### src/rtl/id_ex_stage.sv
// id_ex_stage: ID/EX pipeline register with forwarding at capture, bubble insertion and load-use bubble count.
// Macro ID_EX_FWD_EN enables the operand forwarding muxes; without it operands come straight from the register file.
module id_ex_stage #(
   parameter int CTRL_W = 16,
   parameter int CNT_W  = 32
) (
   input  logic              clk,
   input  logic              rst,
   input  logic              stall,
   input  logic              flush,
   input  logic              load_use,
   input  logic              id_valid,
   input  logic [31:0]       id_pc,
   input  logic [31:0]       id_ir,
   input  logic [CTRL_W-1:0] id_ctrl,
   input  logic [31:0]       id_r1,
   input  logic [31:0]       id_r2,
   input  logic [31:0]       id_imm,
   input  logic [4:0]        id_shamt,
   input  logic [4:0]        id_wreg,
   input  logic [1:0]        r1_fwd_sel,
   input  logic [1:0]        r2_fwd_sel,
   input  logic [31:0]       mem_fwd_data,
   input  logic [31:0]       wb_fwd_data,
   output logic              ex_valid,
   output logic [31:0]       ex_pc,
   output logic [31:0]       ex_ir,
   output logic [CTRL_W-1:0] ex_ctrl,
   output logic [31:0]       ex_r1,
   output logic [31:0]       ex_r2,
   output logic [31:0]       ex_imm,
   output logic [4:0]        ex_shamt,
   output logic [4:0]        ex_wreg,
   output logic [CNT_W-1:0]  bubble_num
);
   logic [31:0] r1_in, r2_in;
   logic        zero, bump;
`ifdef ID_EX_FWD_EN
   always_comb begin
      r1_in = r1_fwd_sel == 2'b01 ? mem_fwd_data : r1_fwd_sel == 2'b10 ? wb_fwd_data : id_r1;
      r2_in = r2_fwd_sel == 2'b01 ? mem_fwd_data : r2_fwd_sel == 2'b10 ? wb_fwd_data : id_r2;
   end
`else
   logic unused_fwd;
   assign unused_fwd = ^{r1_fwd_sel, r2_fwd_sel, mem_fwd_data, wb_fwd_data};
   assign r1_in = id_r1;
   assign r2_in = id_r2;
`endif
   // flush overrides stall; a load-use bubble only lands when the stage is not held
   assign zero = rst | flush | (~stall & load_use);
   assign bump = ~flush & ~stall & load_use & ~&bubble_num;
   always_ff @(posedge clk) begin
      if (zero) begin
         ex_valid <= 1'b0;
         ex_pc    <= '0;
         ex_ir    <= '0;
         ex_ctrl  <= '0;
         ex_r1    <= '0;
         ex_r2    <= '0;
         ex_imm   <= '0;
         ex_shamt <= '0;
         ex_wreg  <= '0;
      end else if (!stall) begin
         ex_valid <= id_valid;
         ex_pc    <= id_pc;
         ex_ir    <= id_ir;
         ex_ctrl  <= id_ctrl;
         ex_r1    <= r1_in;
         ex_r2    <= r2_in;
         ex_imm   <= id_imm;
         ex_shamt <= id_shamt;
         ex_wreg  <= id_wreg;
      end
      if (rst) bubble_num <= '0;
      else if (bump) bubble_num <= bubble_num + 1'b1;
   end
endmodule

### config.mk
export PLATFORM = sky130hd
export DESIGN_NAME = id_ex_stage
export DESIGN_NICKNAME = d
export VERILOG_FILES = /design/src/rtl/id_ex_stage.sv
export SDC_FILE = /design/constraint.sdc
export NUM_CORES = 1
export LEC_CHECK = 0
export ABC_AREA = 0
export ABC_CLOCK_PERIOD_IN_PS = 2050
export CAP_MARGIN = 5
export CORE_AREA = 2 2 188 190
export DETAILED_ROUTE_END_ITERATION = 10
export DIE_AREA = 0 0 190 192
export GPL_TIMING_DRIVEN = 0
export PLACE_DENSITY_LB_ADDON = 0.08
export SYNTH_ARGS = -nofsm -noshare
export SYNTH_HDL_FRONTEND = slang
export SYNTH_SLANG_ARGS = --single-unit
### constraint.sdc
create_clock -name clk -period 2.05 [get_ports clk]
set_input_delay 0.41 -clock clk [delete_from_list [all_inputs] [get_ports clk]]
set_output_delay 0.41 -clock clk [all_outputs]
set_load 0.02 [all_outputs]
==> results of run 1 <==
[layout make-up]
| type | instances | area [µm²] |
|---|---|---|
| clock inverter | 2 | 10.01 |
| timing repair buffer | 413 | 4140 |
| fill | 3441 | 20440 |
| buffer | 49 | 225.2 |
| tap | 455 | 569.3 |
| sequential | 219 | 4404 |
| clock buffer | 46 | 827.0 |
| multi-input combinational | 526 | 3647 |
| inverter | 5 | 18.77 |
| antenna | 1 | 2.502 |
[cells in the mapped netlist (2+ instances only)]
master,instances
nand2_1,10
nor4_1,7
a31o_2,2
and3_1,2
dfxtp_1,219
or4_1,10
nor3_1,4
mux2i_1,188
clkbuf_1,40
xor2_1,2
nand3_1,10
a311oi_1,2
nor2b_1,3
mux2_2,2
nor4_2,2
inv_1,5
or3_1,7
and4_1,5
buf_1,7
xnor2_1,10
buf_2,2
o21ai_0,7
a21oi_1,16
nor2_1,208
nand4_1,12
o31ai_1,9
[metrics by stage]
step | hold WS, ns | area (µm²) | TNS, ns
after CTS | 0.3522 | 13720 | 0
after global placement | 0.4720 | 12800 | -156.41
final | 0.3649 | 13840 | 0
after global routing | 0.3874 | 13840 | -0.04671
after floorplan | 0.5539 | 8150 | -0.5185
after detailed placement | 0.4840 | 12800 | -162.49
[layout by cell type (no fill, tap or decap), types with 2 or more instances in the layout]
master	Yosys	final
a21oi_1	16	16
a311oi_2	0	2
a31o_2	2	2
and3_1	2	2
and4_1	5	4
buf_1	7	6
buf_2	2	2
buf_4	0	6
clkbuf_1	40	43
clkbuf_16	0	27
clkbuf_2	0	6
clkbuf_8	0	8
clkdlybuf4s50_1	0	390
clkinv_2	0	2
dfxtp_1	219	209
dfxtp_2	0	7
dfxtp_4	0	3
dlygate4sd2_1	0	7
dlymetal6s2s_1	0	11
inv_1	5	5
mux2_2	2	2
mux2i_1	188	188
nand2_1	10	10
nand3_1	10	9
nand4_1	12	12
nor2_1	208	206
nor2b_1	3	3
nor3_1	4	3
nor4_2	2	3
nor4_4	0	5
o21ai_0	7	7
o31ai_1	9	9
or3_1	7	7
or4_1	10	9
xnor2_1	10	10
xor2_1	2	2
[power by group]
part / internal, µW / switching, µW
Clock: 2710 / 1860
Combinational: 679 / 513
Sequential: 4360 / 54.0
Total: 7740 / 2430
[state kept, by name (all words and copies together) (netlist names), 5 cells and up]
signal and count:
ex_wreg 5, ex_imm 32, ex_shamt 5, bubble_num 32, ex_r1 32, ex_pc 32
ex_ctrl 16, ex_r2 32, ex_ir 32
[layer usage]
layer	part of all wire	track usage	vias to the layer above
met5	0.00043	0	-
met4	0.022	0.03816	2
met3	0.099	0.06267	37
met2	0.48	0.2730	290
met1	0.40	0.1823	3391
li1	-	-	3618
[worst max path at each step]
stage                     endpoint  cells after the start            from
finish               bubble_num[8]                      1   bubble_num[8]
global route        bubble_num[29]                      6  bubble_num[27]
CTS                 bubble_num[17]                      1  bubble_num[17]
detailed placement        ex_r2[0]                      6        load_use
global placement        ex_imm[26]                      6        load_use
floorplan           bubble_num[22]                      7           stall
[repair_timing]
item,CTS,global route
pin swaps,3,5
buffers inserted,2,3
gates resized for setup,33,32
setup endpoints to repair,170,88
[cell families after synthesis]
kind of cell / Yosys count / share of synthesized area
AOI/OAI and AO/OA: 37 / 0.02743
xor gates and xnor gates: 12 / 0.01295
adders and majority gates: 1 / 0.001541
buffers and inverters: 55 / 0.02666
DFF: 219 / 0.5401
muxes: 191 / 0.2360
and+or+nand+nor: 285 / 0.1554
==> results.py, run 1 <==
metrics = {
    "status": {
        "status": "finished, final reports clean",
    },
    "routing": {
        "drcViolationCount": 0,
        "drtIter0Drc": 236,
        "drtAntennaViolNets": 0,
        "wl_um": 30270,
        "wl_per_cell_um": 17.64,
        "via_per_inst": 4.276,
        "drt_first_pass_iters": 4,
        "dr_total_vias": 7338,
    },
    "sta": {
        "hold_violations": 0,
        "max_freq_mhz": 500.3,
        "period_share": 0.9751,
        "min_period_ns": 1.999,
        "clock_skew_ns": 0.005585,
        "finalSetupViolations": 0,
        "finalMaxSlewViolations": 0,
        "fin_ws_ns": 0.05114,
        "maxSlewHeadroom": 0.4318,
        "rsz0062_at_grt": "yes",
        "worst_pin_slew_ns": 0.8523,
    },
    "placed_design": {
        "portBuffers": 408,
        "hpwl_um": 22920,
        "dp_slack_ns": -1.156,
        "gp_congestion": 0.7540,
        "placed_cells": 1663,
    },
    "clocking": {
        "ctsRootBufferMaster": "clkbuf_16",
        "clock-sinks": 219,
        "clock_latency_ns": 0.53,
        "path_clk_slew_ns": 0.06,
        "cts-htree-levels": 1,
        "cts_hold_buffers": 0,
        "clock_path_buffers": 3,
        "cts_tree": "yes",
        "cts_buffers": 27,
    },
    "global_routing": {
        "grt_max_degree": 13,
        "grt_pass1_vias": 7342,
        "grt_pass1_wl_um": 44350,
        "overflow": 0,
        "antenna_found_initial": 2,
        "grtUsageTotal": 0.1579,
    },
    "critical_path": {
        "cp_slowest_cell": "clkdlybuf4s50_1",
        "worst-path-max-fanout": 6,
        "path_buf_inv": 1,
        "r2r_end": "bubble_num[29]",
        "reg2reg_depth": 6,
        "critical-path-max-stage-delay_ns": 0.65,
        "r2r_start": "bubble_num[27]",
        "endpoint_kind": "output pin",
        "cp.arrival_ns": 1.59,
        "required_ns": 1.64,
        "path_class": "reg -> out",
        "crit_family": "buffers and inverters",
        "worstPathCellList": "clkdlybuf4s50_1",
        "rrSetupSlack_ns": 0.08,
        "crit_path_start_kind": "register",
    },
    "yosys": {
        "syn_nets": 1061,
        "syn-cell-area_mm2": 0.008118,
        "yosys-top-cells-area": "dfxtp_1 54%, mux2i_1 23%, nor2_1 9.6%",
        "syn_inst": 800,
        "synth_top_area_frac": 0.5401,
        "yosysTopAreaCell": "dfxtp_1",
        "yosys_register_bits": 219,
        "synth_area_per_cell_um2": 10.15,
        "synthArstFlopShare": 0,
        "synth-seq-area-share": 0.5401,
        "synthFlopType": "dfxtp_1",
        "yosys_warnings": 0,
        "synth_cell_types": 35,
        "synth-edff-count": 0,
    },
    "layout": {
        "area_delta_synth_final_pct": 70.55,
        "finish.utilization": 0.4038,
        "fin_cells": 1716,
        "layout-drive-gt1-share": 0.06984,
        "nets": 1502,
    },
    "floorplan": {
        "rows": 68,
        "die_h_um": 192,
        "initial_core_util": 0.2368,
        "die-area_mm2": 0.03648,
        "ios": 479,
        "die_w_um": 190,
        "core_mm2": 0.03429,
    },
    "worst_hold_path": {
        "worstHoldPathType": "in -> reg",
        "min_path_cells": 3,
        "hold_end": "bubble_num[15]",
        "holdCritStartpoint": "rst",
    },
    "power_and_ir_drop": {
        "power_leakage_uw": 0.005544,
        "power_density_mw_per_mm2": 734.8,
        "total_power_uw": 10170,
        "ir_drop_uv": 555.0,
    },
    "job": {
        "maxCapViolations": 0,
    },
}
No activity file was read; power rests on OpenSTA's default activity.
==> run 2, diff against run 1 <==
SKIP_CTS_REPAIR_TIMING = 1   (was not set)
==> results.py, run 2 (synthesis results as in run 1) <==
metrics = {
    "clocking": {
        "cts-htree-levels": 1,
        "cts_tree": "yes",
        "clock_latency_ns": 0.53,
        "clock-sinks": 219,
        "ctsRootBufferMaster": "clkbuf_16",
        "cts_buffers": 27,
        "clock_path_buffers": 3,
        "path_clk_slew_ns": 0.06,
    },
    "floorplan": {
        "die-area_mm2": 0.03648,
        "ios": 479,
        "initial_core_util": 0.2368,
        "core_mm2": 0.03429,
        "die_w_um": 190,
        "rows": 68,
        "die_h_um": 192,
    },
    "critical_path": {
        "r2r_start": "bubble_num[4]",
        "reg2reg_depth": 7,
        "worst-path-max-fanout": 5,
        "cp_slowest_cell": "or4_4",
        "r2r_end": "bubble_num[14]",
        "path_class": "reg -> reg",
        "required_ns": 2.45,
        "critical-path-max-stage-delay_ns": 0.56,
        "endpoint_kind": "register",
        "rrSetupSlack_ns": -0.03,
        "cp.arrival_ns": 2.47,
        "crit_path_start_kind": "register",
        "worstPathCellList": "nand4_1 > buf_4 > or4_4 > buf_6 > a311oi_2 > xnor2_1 > nor2_1",
    },
    "layout": {
        "nets": 1511,
        "layout-drive-gt1-share": 0.08511,
        "finish.utilization": 0.4076,
        "area_delta_synth_final_pct": 72.15,
        "fin_cells": 1725,
        "layout_commonest_cell": "clkdlybuf4s50_1",
        "fin_area_mm2": 0.01397,
        "final_cell_mix": "396 x clkdlybuf4s50_1, 206 x nor2_1, 205 x dfxtp_1",
    },
    "worst_hold_path": {
        "worstHoldPathType": "in -> reg",
        "holdCritStartpoint": "rst",
        "min_path_cells": 3,
        "hold_end": "bubble_num[15]",
    },
    "power_and_ir_drop": {
        "combPwrFrac": 0.117,
        "power_leakage_uw": 0.005628,
        "swShare": 0.2386,
        "total_power_uw": 10170,
        "power_frac_seq": 0.434,
        "ir_drop_uv": 557.4,
        "p_sw_uw": 2427,
        "power_density_mw_per_mm2": 727.7,
        "p_clk_frac": 0.449,
        "intPower_uw": 7743,
    },
    "sta": {
        "min_period_ns": 2.079,
        "max_freq_mhz": 481.1,
        "hold_violations": 0,
        "clock_skew_ns": 0.005029,
        "worst_pin_slew_ns": 0.8405,
        "fin_tns_setup_ns": -0.05140,
        "period_share": 1.014,
        "rsz0062_at_grt": "yes",
        "finalSetupViolations": 2,
        "finalMaxSlewViolations": 0,
        "fin_ws_ns": -0.02851,
        "maxSlewHeadroom": 0.4397,
    },
    "global_routing": {
        "antenna_found_initial": 2,
        "grt_max_degree": 13,
        "grt_pass1_vias": 7336,
        "grt_pass1_wl_um": 44150,
        "overflow": 0,
        "grtUsageTotal": 0.1571,
    },
    "placed_design": {
        "hpwl_um": 22920,
        "placed_cells": 1663,
        "dpl_cell_area_mm2": 0.01280,
        "gp_congestion": 0.7540,
        "portBuffers": 408,
    },
    "routing": {
        "dr_total_vias": 7371,
        "drtIter0Drc": 237,
        "wl_um": 30400,
        "drt_first_pass_iters": 4,
        "wl_per_cell_um": 17.62,
        "via_per_inst": 4.273,
        "drtAntennaViolNets": 0,
        "drcViolationCount": 0,
    },
    "status": {
        "violations": "setup timing",
        "status": "complete, but fails checks",
    },
    "job": {
        "maxCapViolations": 0,
    },
}
[run 2: per-layer routing]
layer	GRT usage	wire length, µm	vias up
met4	0.03816	691	2
met3	0.06267	2933	40
li1	-	-	3643
met5	0	13	-
met2	0.2718	14560	279
met1	0.1810	12210	3407
[run 2: power by group through the flow]
stage                     clock network [µW]  logic [µW]  registers, µW
after floorplan                            0         390           4630
after global routing                    4910        1290           4420
after CTS                               4740        1210           4410
after global placement                     0        1200           4500
after detailed placement                   0        1210           4510
final                                   4570        1190           4410
[run 2: worst max-delay path: cells and delay by family, from the launching register on]
| family | cells | cell delay, ns |
|---|---|---|
| AOI/OAI and AO/OA | 1 | 0.23 |
| xor gates and xnor gates | 1 | 0.15 |
| buffers and inverters | 2 | 0.40 |
| DFF | 1 | 0.36 |
| and+or+nand+nor | 3 | 0.82 |
[run 2: area by class of cell]
class                      count  area [µm²]
antenna                        1       2.502
buffer                        49       230.2
clock buffer                  46       827.0
clock inverter                 2       10.01
fill                        3446       20310
inverter                       5       18.77
multi-input combinational    526        3685
sequential                   219        4409
tap                          455       569.3
timing repair buffer         422        4223
[run 2: worst max path at each step]
| stage | from | to |
|---|---|---|
| finish | bubble_num[4] | bubble_num[14] |
| global route | bubble_num[4] | bubble_num[12] |
| CTS | load_use | ex_r2[0] |
| detailed placement | load_use | ex_r2[0] |
| global placement | load_use | ex_imm[26] |
| floorplan | stall | bubble_num[22] |
[run 2: metrics by stage]
stage	hold slack [ns]	setup WS, ns
floorplan	0.5539	-0.09418
global placement	0.4720	-1.070
detailed placement	0.4840	-1.156
CTS	0.3523	-0.5854
global route	0.3874	-0.09833
finish	0.3577	-0.02851
==> run 3, diff against run 2 <==
CORE_AREA = 2 2 184 186   (was 2 2 188 190)
DIE_AREA = 0 0 186 188   (was 0 0 190 192)
DONT_BUFFER_PORTS = 1   (was not set)
==> results.py, run 3 (synthesis results as in run 1) <==
metrics = {
    "critical_path": {
        "worst-path-max-fanout": 10,
        "endpoint_kind": "register",
        "required_ns": 2.45,
        "path_class": "reg -> reg",
        "crit_path_start_kind": "register",
        "cp.arrival_ns": 2.41,
    },
    "layout": {
        "area_delta_synth_final_pct": 22.67,
        "final_cell_mix": "206 x nor2_1, 188 x mux2i_1, 187 x dfxtp_1",
        "layout_commonest_cell": "nor2_1",
        "layout-drive-gt1-share": 0.1377,
        "antennaDiodeCount": 0,
        "nets": 1098,
    },
    "floorplan": {
        "ios": 479,
        "core_mm2": 0.03311,
        "rows": 67,
        "die_h_um": 188,
        "die_w_um": 186,
        "initial_core_util": 0.2452,
        "die-area_mm2": 0.03497,
    },
    "sta": {
        "min_period_ns": 2.007,
        "worst_pin_slew_ns": 0.9072,
        "finalSetupViolations": 0,
        "rsz0062_at_grt": "yes",
        "max_freq_mhz": 498.2,
        "timing.hold.ws_ns": 0.03514,
        "maxSlewHeadroom": 0.3952,
        "period_share": 0.9792,
        "clock_skew_ns": 0.01239,
        "hold_violations": 0,
        "finalMaxSlewViolations": 0,
    },
    "routing": {
        "dr_total_vias": 5877,
        "wl_met1_um": 8740,
        "dr_wl_met2_um": 13030,
        "drcViolationCount": 0,
        "wl_um": 25000,
        "wl_per_cell_um": 19.16,
        "drt_first_pass_iters": 4,
        "highest_layer": "met4",
        "via_per_inst": 4.503,
        "drtAntennaViolNets": 0,
        "wl_met3_um": 2775,
        "drtIter0Drc": 162,
    },
    "power_and_ir_drop": {
        "intPower_uw": 7659,
        "ir_drop_uv": 471.2,
        "power_density_mw_per_mm2": 996.6,
        "total_power_uw": 9924,
        "power_frac_seq": 0.457,
        "combPwrFrac": 0.048,
        "swShare": 0.2282,
        "p_sw_uw": 2265,
        "p_clk_frac": 0.494,
        "power_leakage_uw": 0.003917,
    },
    "worst_hold_path": {
        "worstHoldPathType": "in -> reg",
    },
    "global_routing": {
        "antenna_found_initial": 0,
        "grt_max_degree": 13,
        "grt_pass1_vias": 6077,
        "grtUsageTotal": 0.1344,
        "overflow": 0,
        "grt_pass1_wl_um": 36370,
    },
    "placed_design": {
        "hpwl_um": 19380,
        "portBuffers": 0,
        "gp_congestion": 0.7602,
    },
    "clocking": {
        "path_clk_slew_ns": 0.06,
        "clock-sinks": 219,
        "cts_buffers": 26,
        "cts_tree": "yes",
        "cts-htree-levels": 1,
        "ctsRootBufferMaster": "clkbuf_16",
        "clock_path_buffers": 3,
        "clock_latency_ns": 0.52,
    },
    "status": {
        "status": "finished, final reports clean",
    },
    "job": {
        "maxCapViolations": 0,
    },
}
run 3: cell count changes in the layout (fill, tap and decap cells not counted), sizes merged:
cell,before,now
dlymetal6s2s,12,0
clkdlybuf4s50,396,0
buf,24,20
clkbuf,85,77
diode,1,0
clkinv,2,3
clkinvlp,0,3
bufinv,0,4
run 3: layout make-up:
| class | count | area, µm² |
|---|---|---|
| plain buffers | 49 | 216.5 |
| clock buffers | 38 | 777.0 |
| clock inverters | 10 | 157.7 |
| fillers | 3450 | 23150 |
| inverters | 5 | 18.77 |
| multi-input cells | 526 | 3669 |
| flip-flops and latches | 219 | 4484 |
| well taps | 448 | 560.5 |
| repair buffers | 10 | 75.07 |
run 3: worst max-delay path, stage by stage (launching register included):
cell,delay (ns)
dfxtp_4,0.41
nand4_1,0.20
nor3_4,0.27
nand3_2,0.15
buf_6,0.18
nor4_1,0.29
mux2_2,0.37
run 3: path summary, 6_finish.rpt:
check                 start        endpoint  slack (ns)  depth (start not counted)
max           bubble_num[3]  bubble_num[29]        0.04                          6
min               id_r2[18]       ex_r2[18]        0.04                          2
max reg2reg   bubble_num[3]  bubble_num[29]        0.04                          6
min reg2reg  bubble_num[23]  bubble_num[23]        0.55                          2
run 3: metrics by stage:
step / util / instances / area (µm²) / setup TNS [ns] / worst slack (ns)
2_1_floorplan: - / 800 / 8150 / -0.5185 / -0.09418
3_3_place_gp: 0.2631 / 1248 / 8711 / -125.53 / -0.9627
3_5_place_dp: 0.2631 / 1248 / 8711 / -126.92 / -0.9794
4_1_cts: 0.2913 / 1296 / 9646 / -43.82 / -0.6039
5_1_grt: 0.3007 / 1305 / 9958 / -0.1330 / -0.05891
6_report: 0.3007 / 1305 / 9958 / 0 / 0.04272
run 3: routing by layer:
| layer | GRT usage | vias up |
|---|---|---|
| met4 | 0.03331 | 0 |
| li1 | - | 2815 |
| met5 | 0 | - |
| met1 | 0.1357 | 2754 |
| met2 | 0.2539 | 276 |
| met3 | 0.05302 | 32 |
run 3: power groups by stage:
stage	registers [µW]	logic (µW)	clock network (µW)
final	4540	480	4910
after global routing	4550	540	5270
after global placement	4670	471	0
after CTS	4570	492	5080
after detailed placement	4660	493	0
after floorplan	4630	390	0
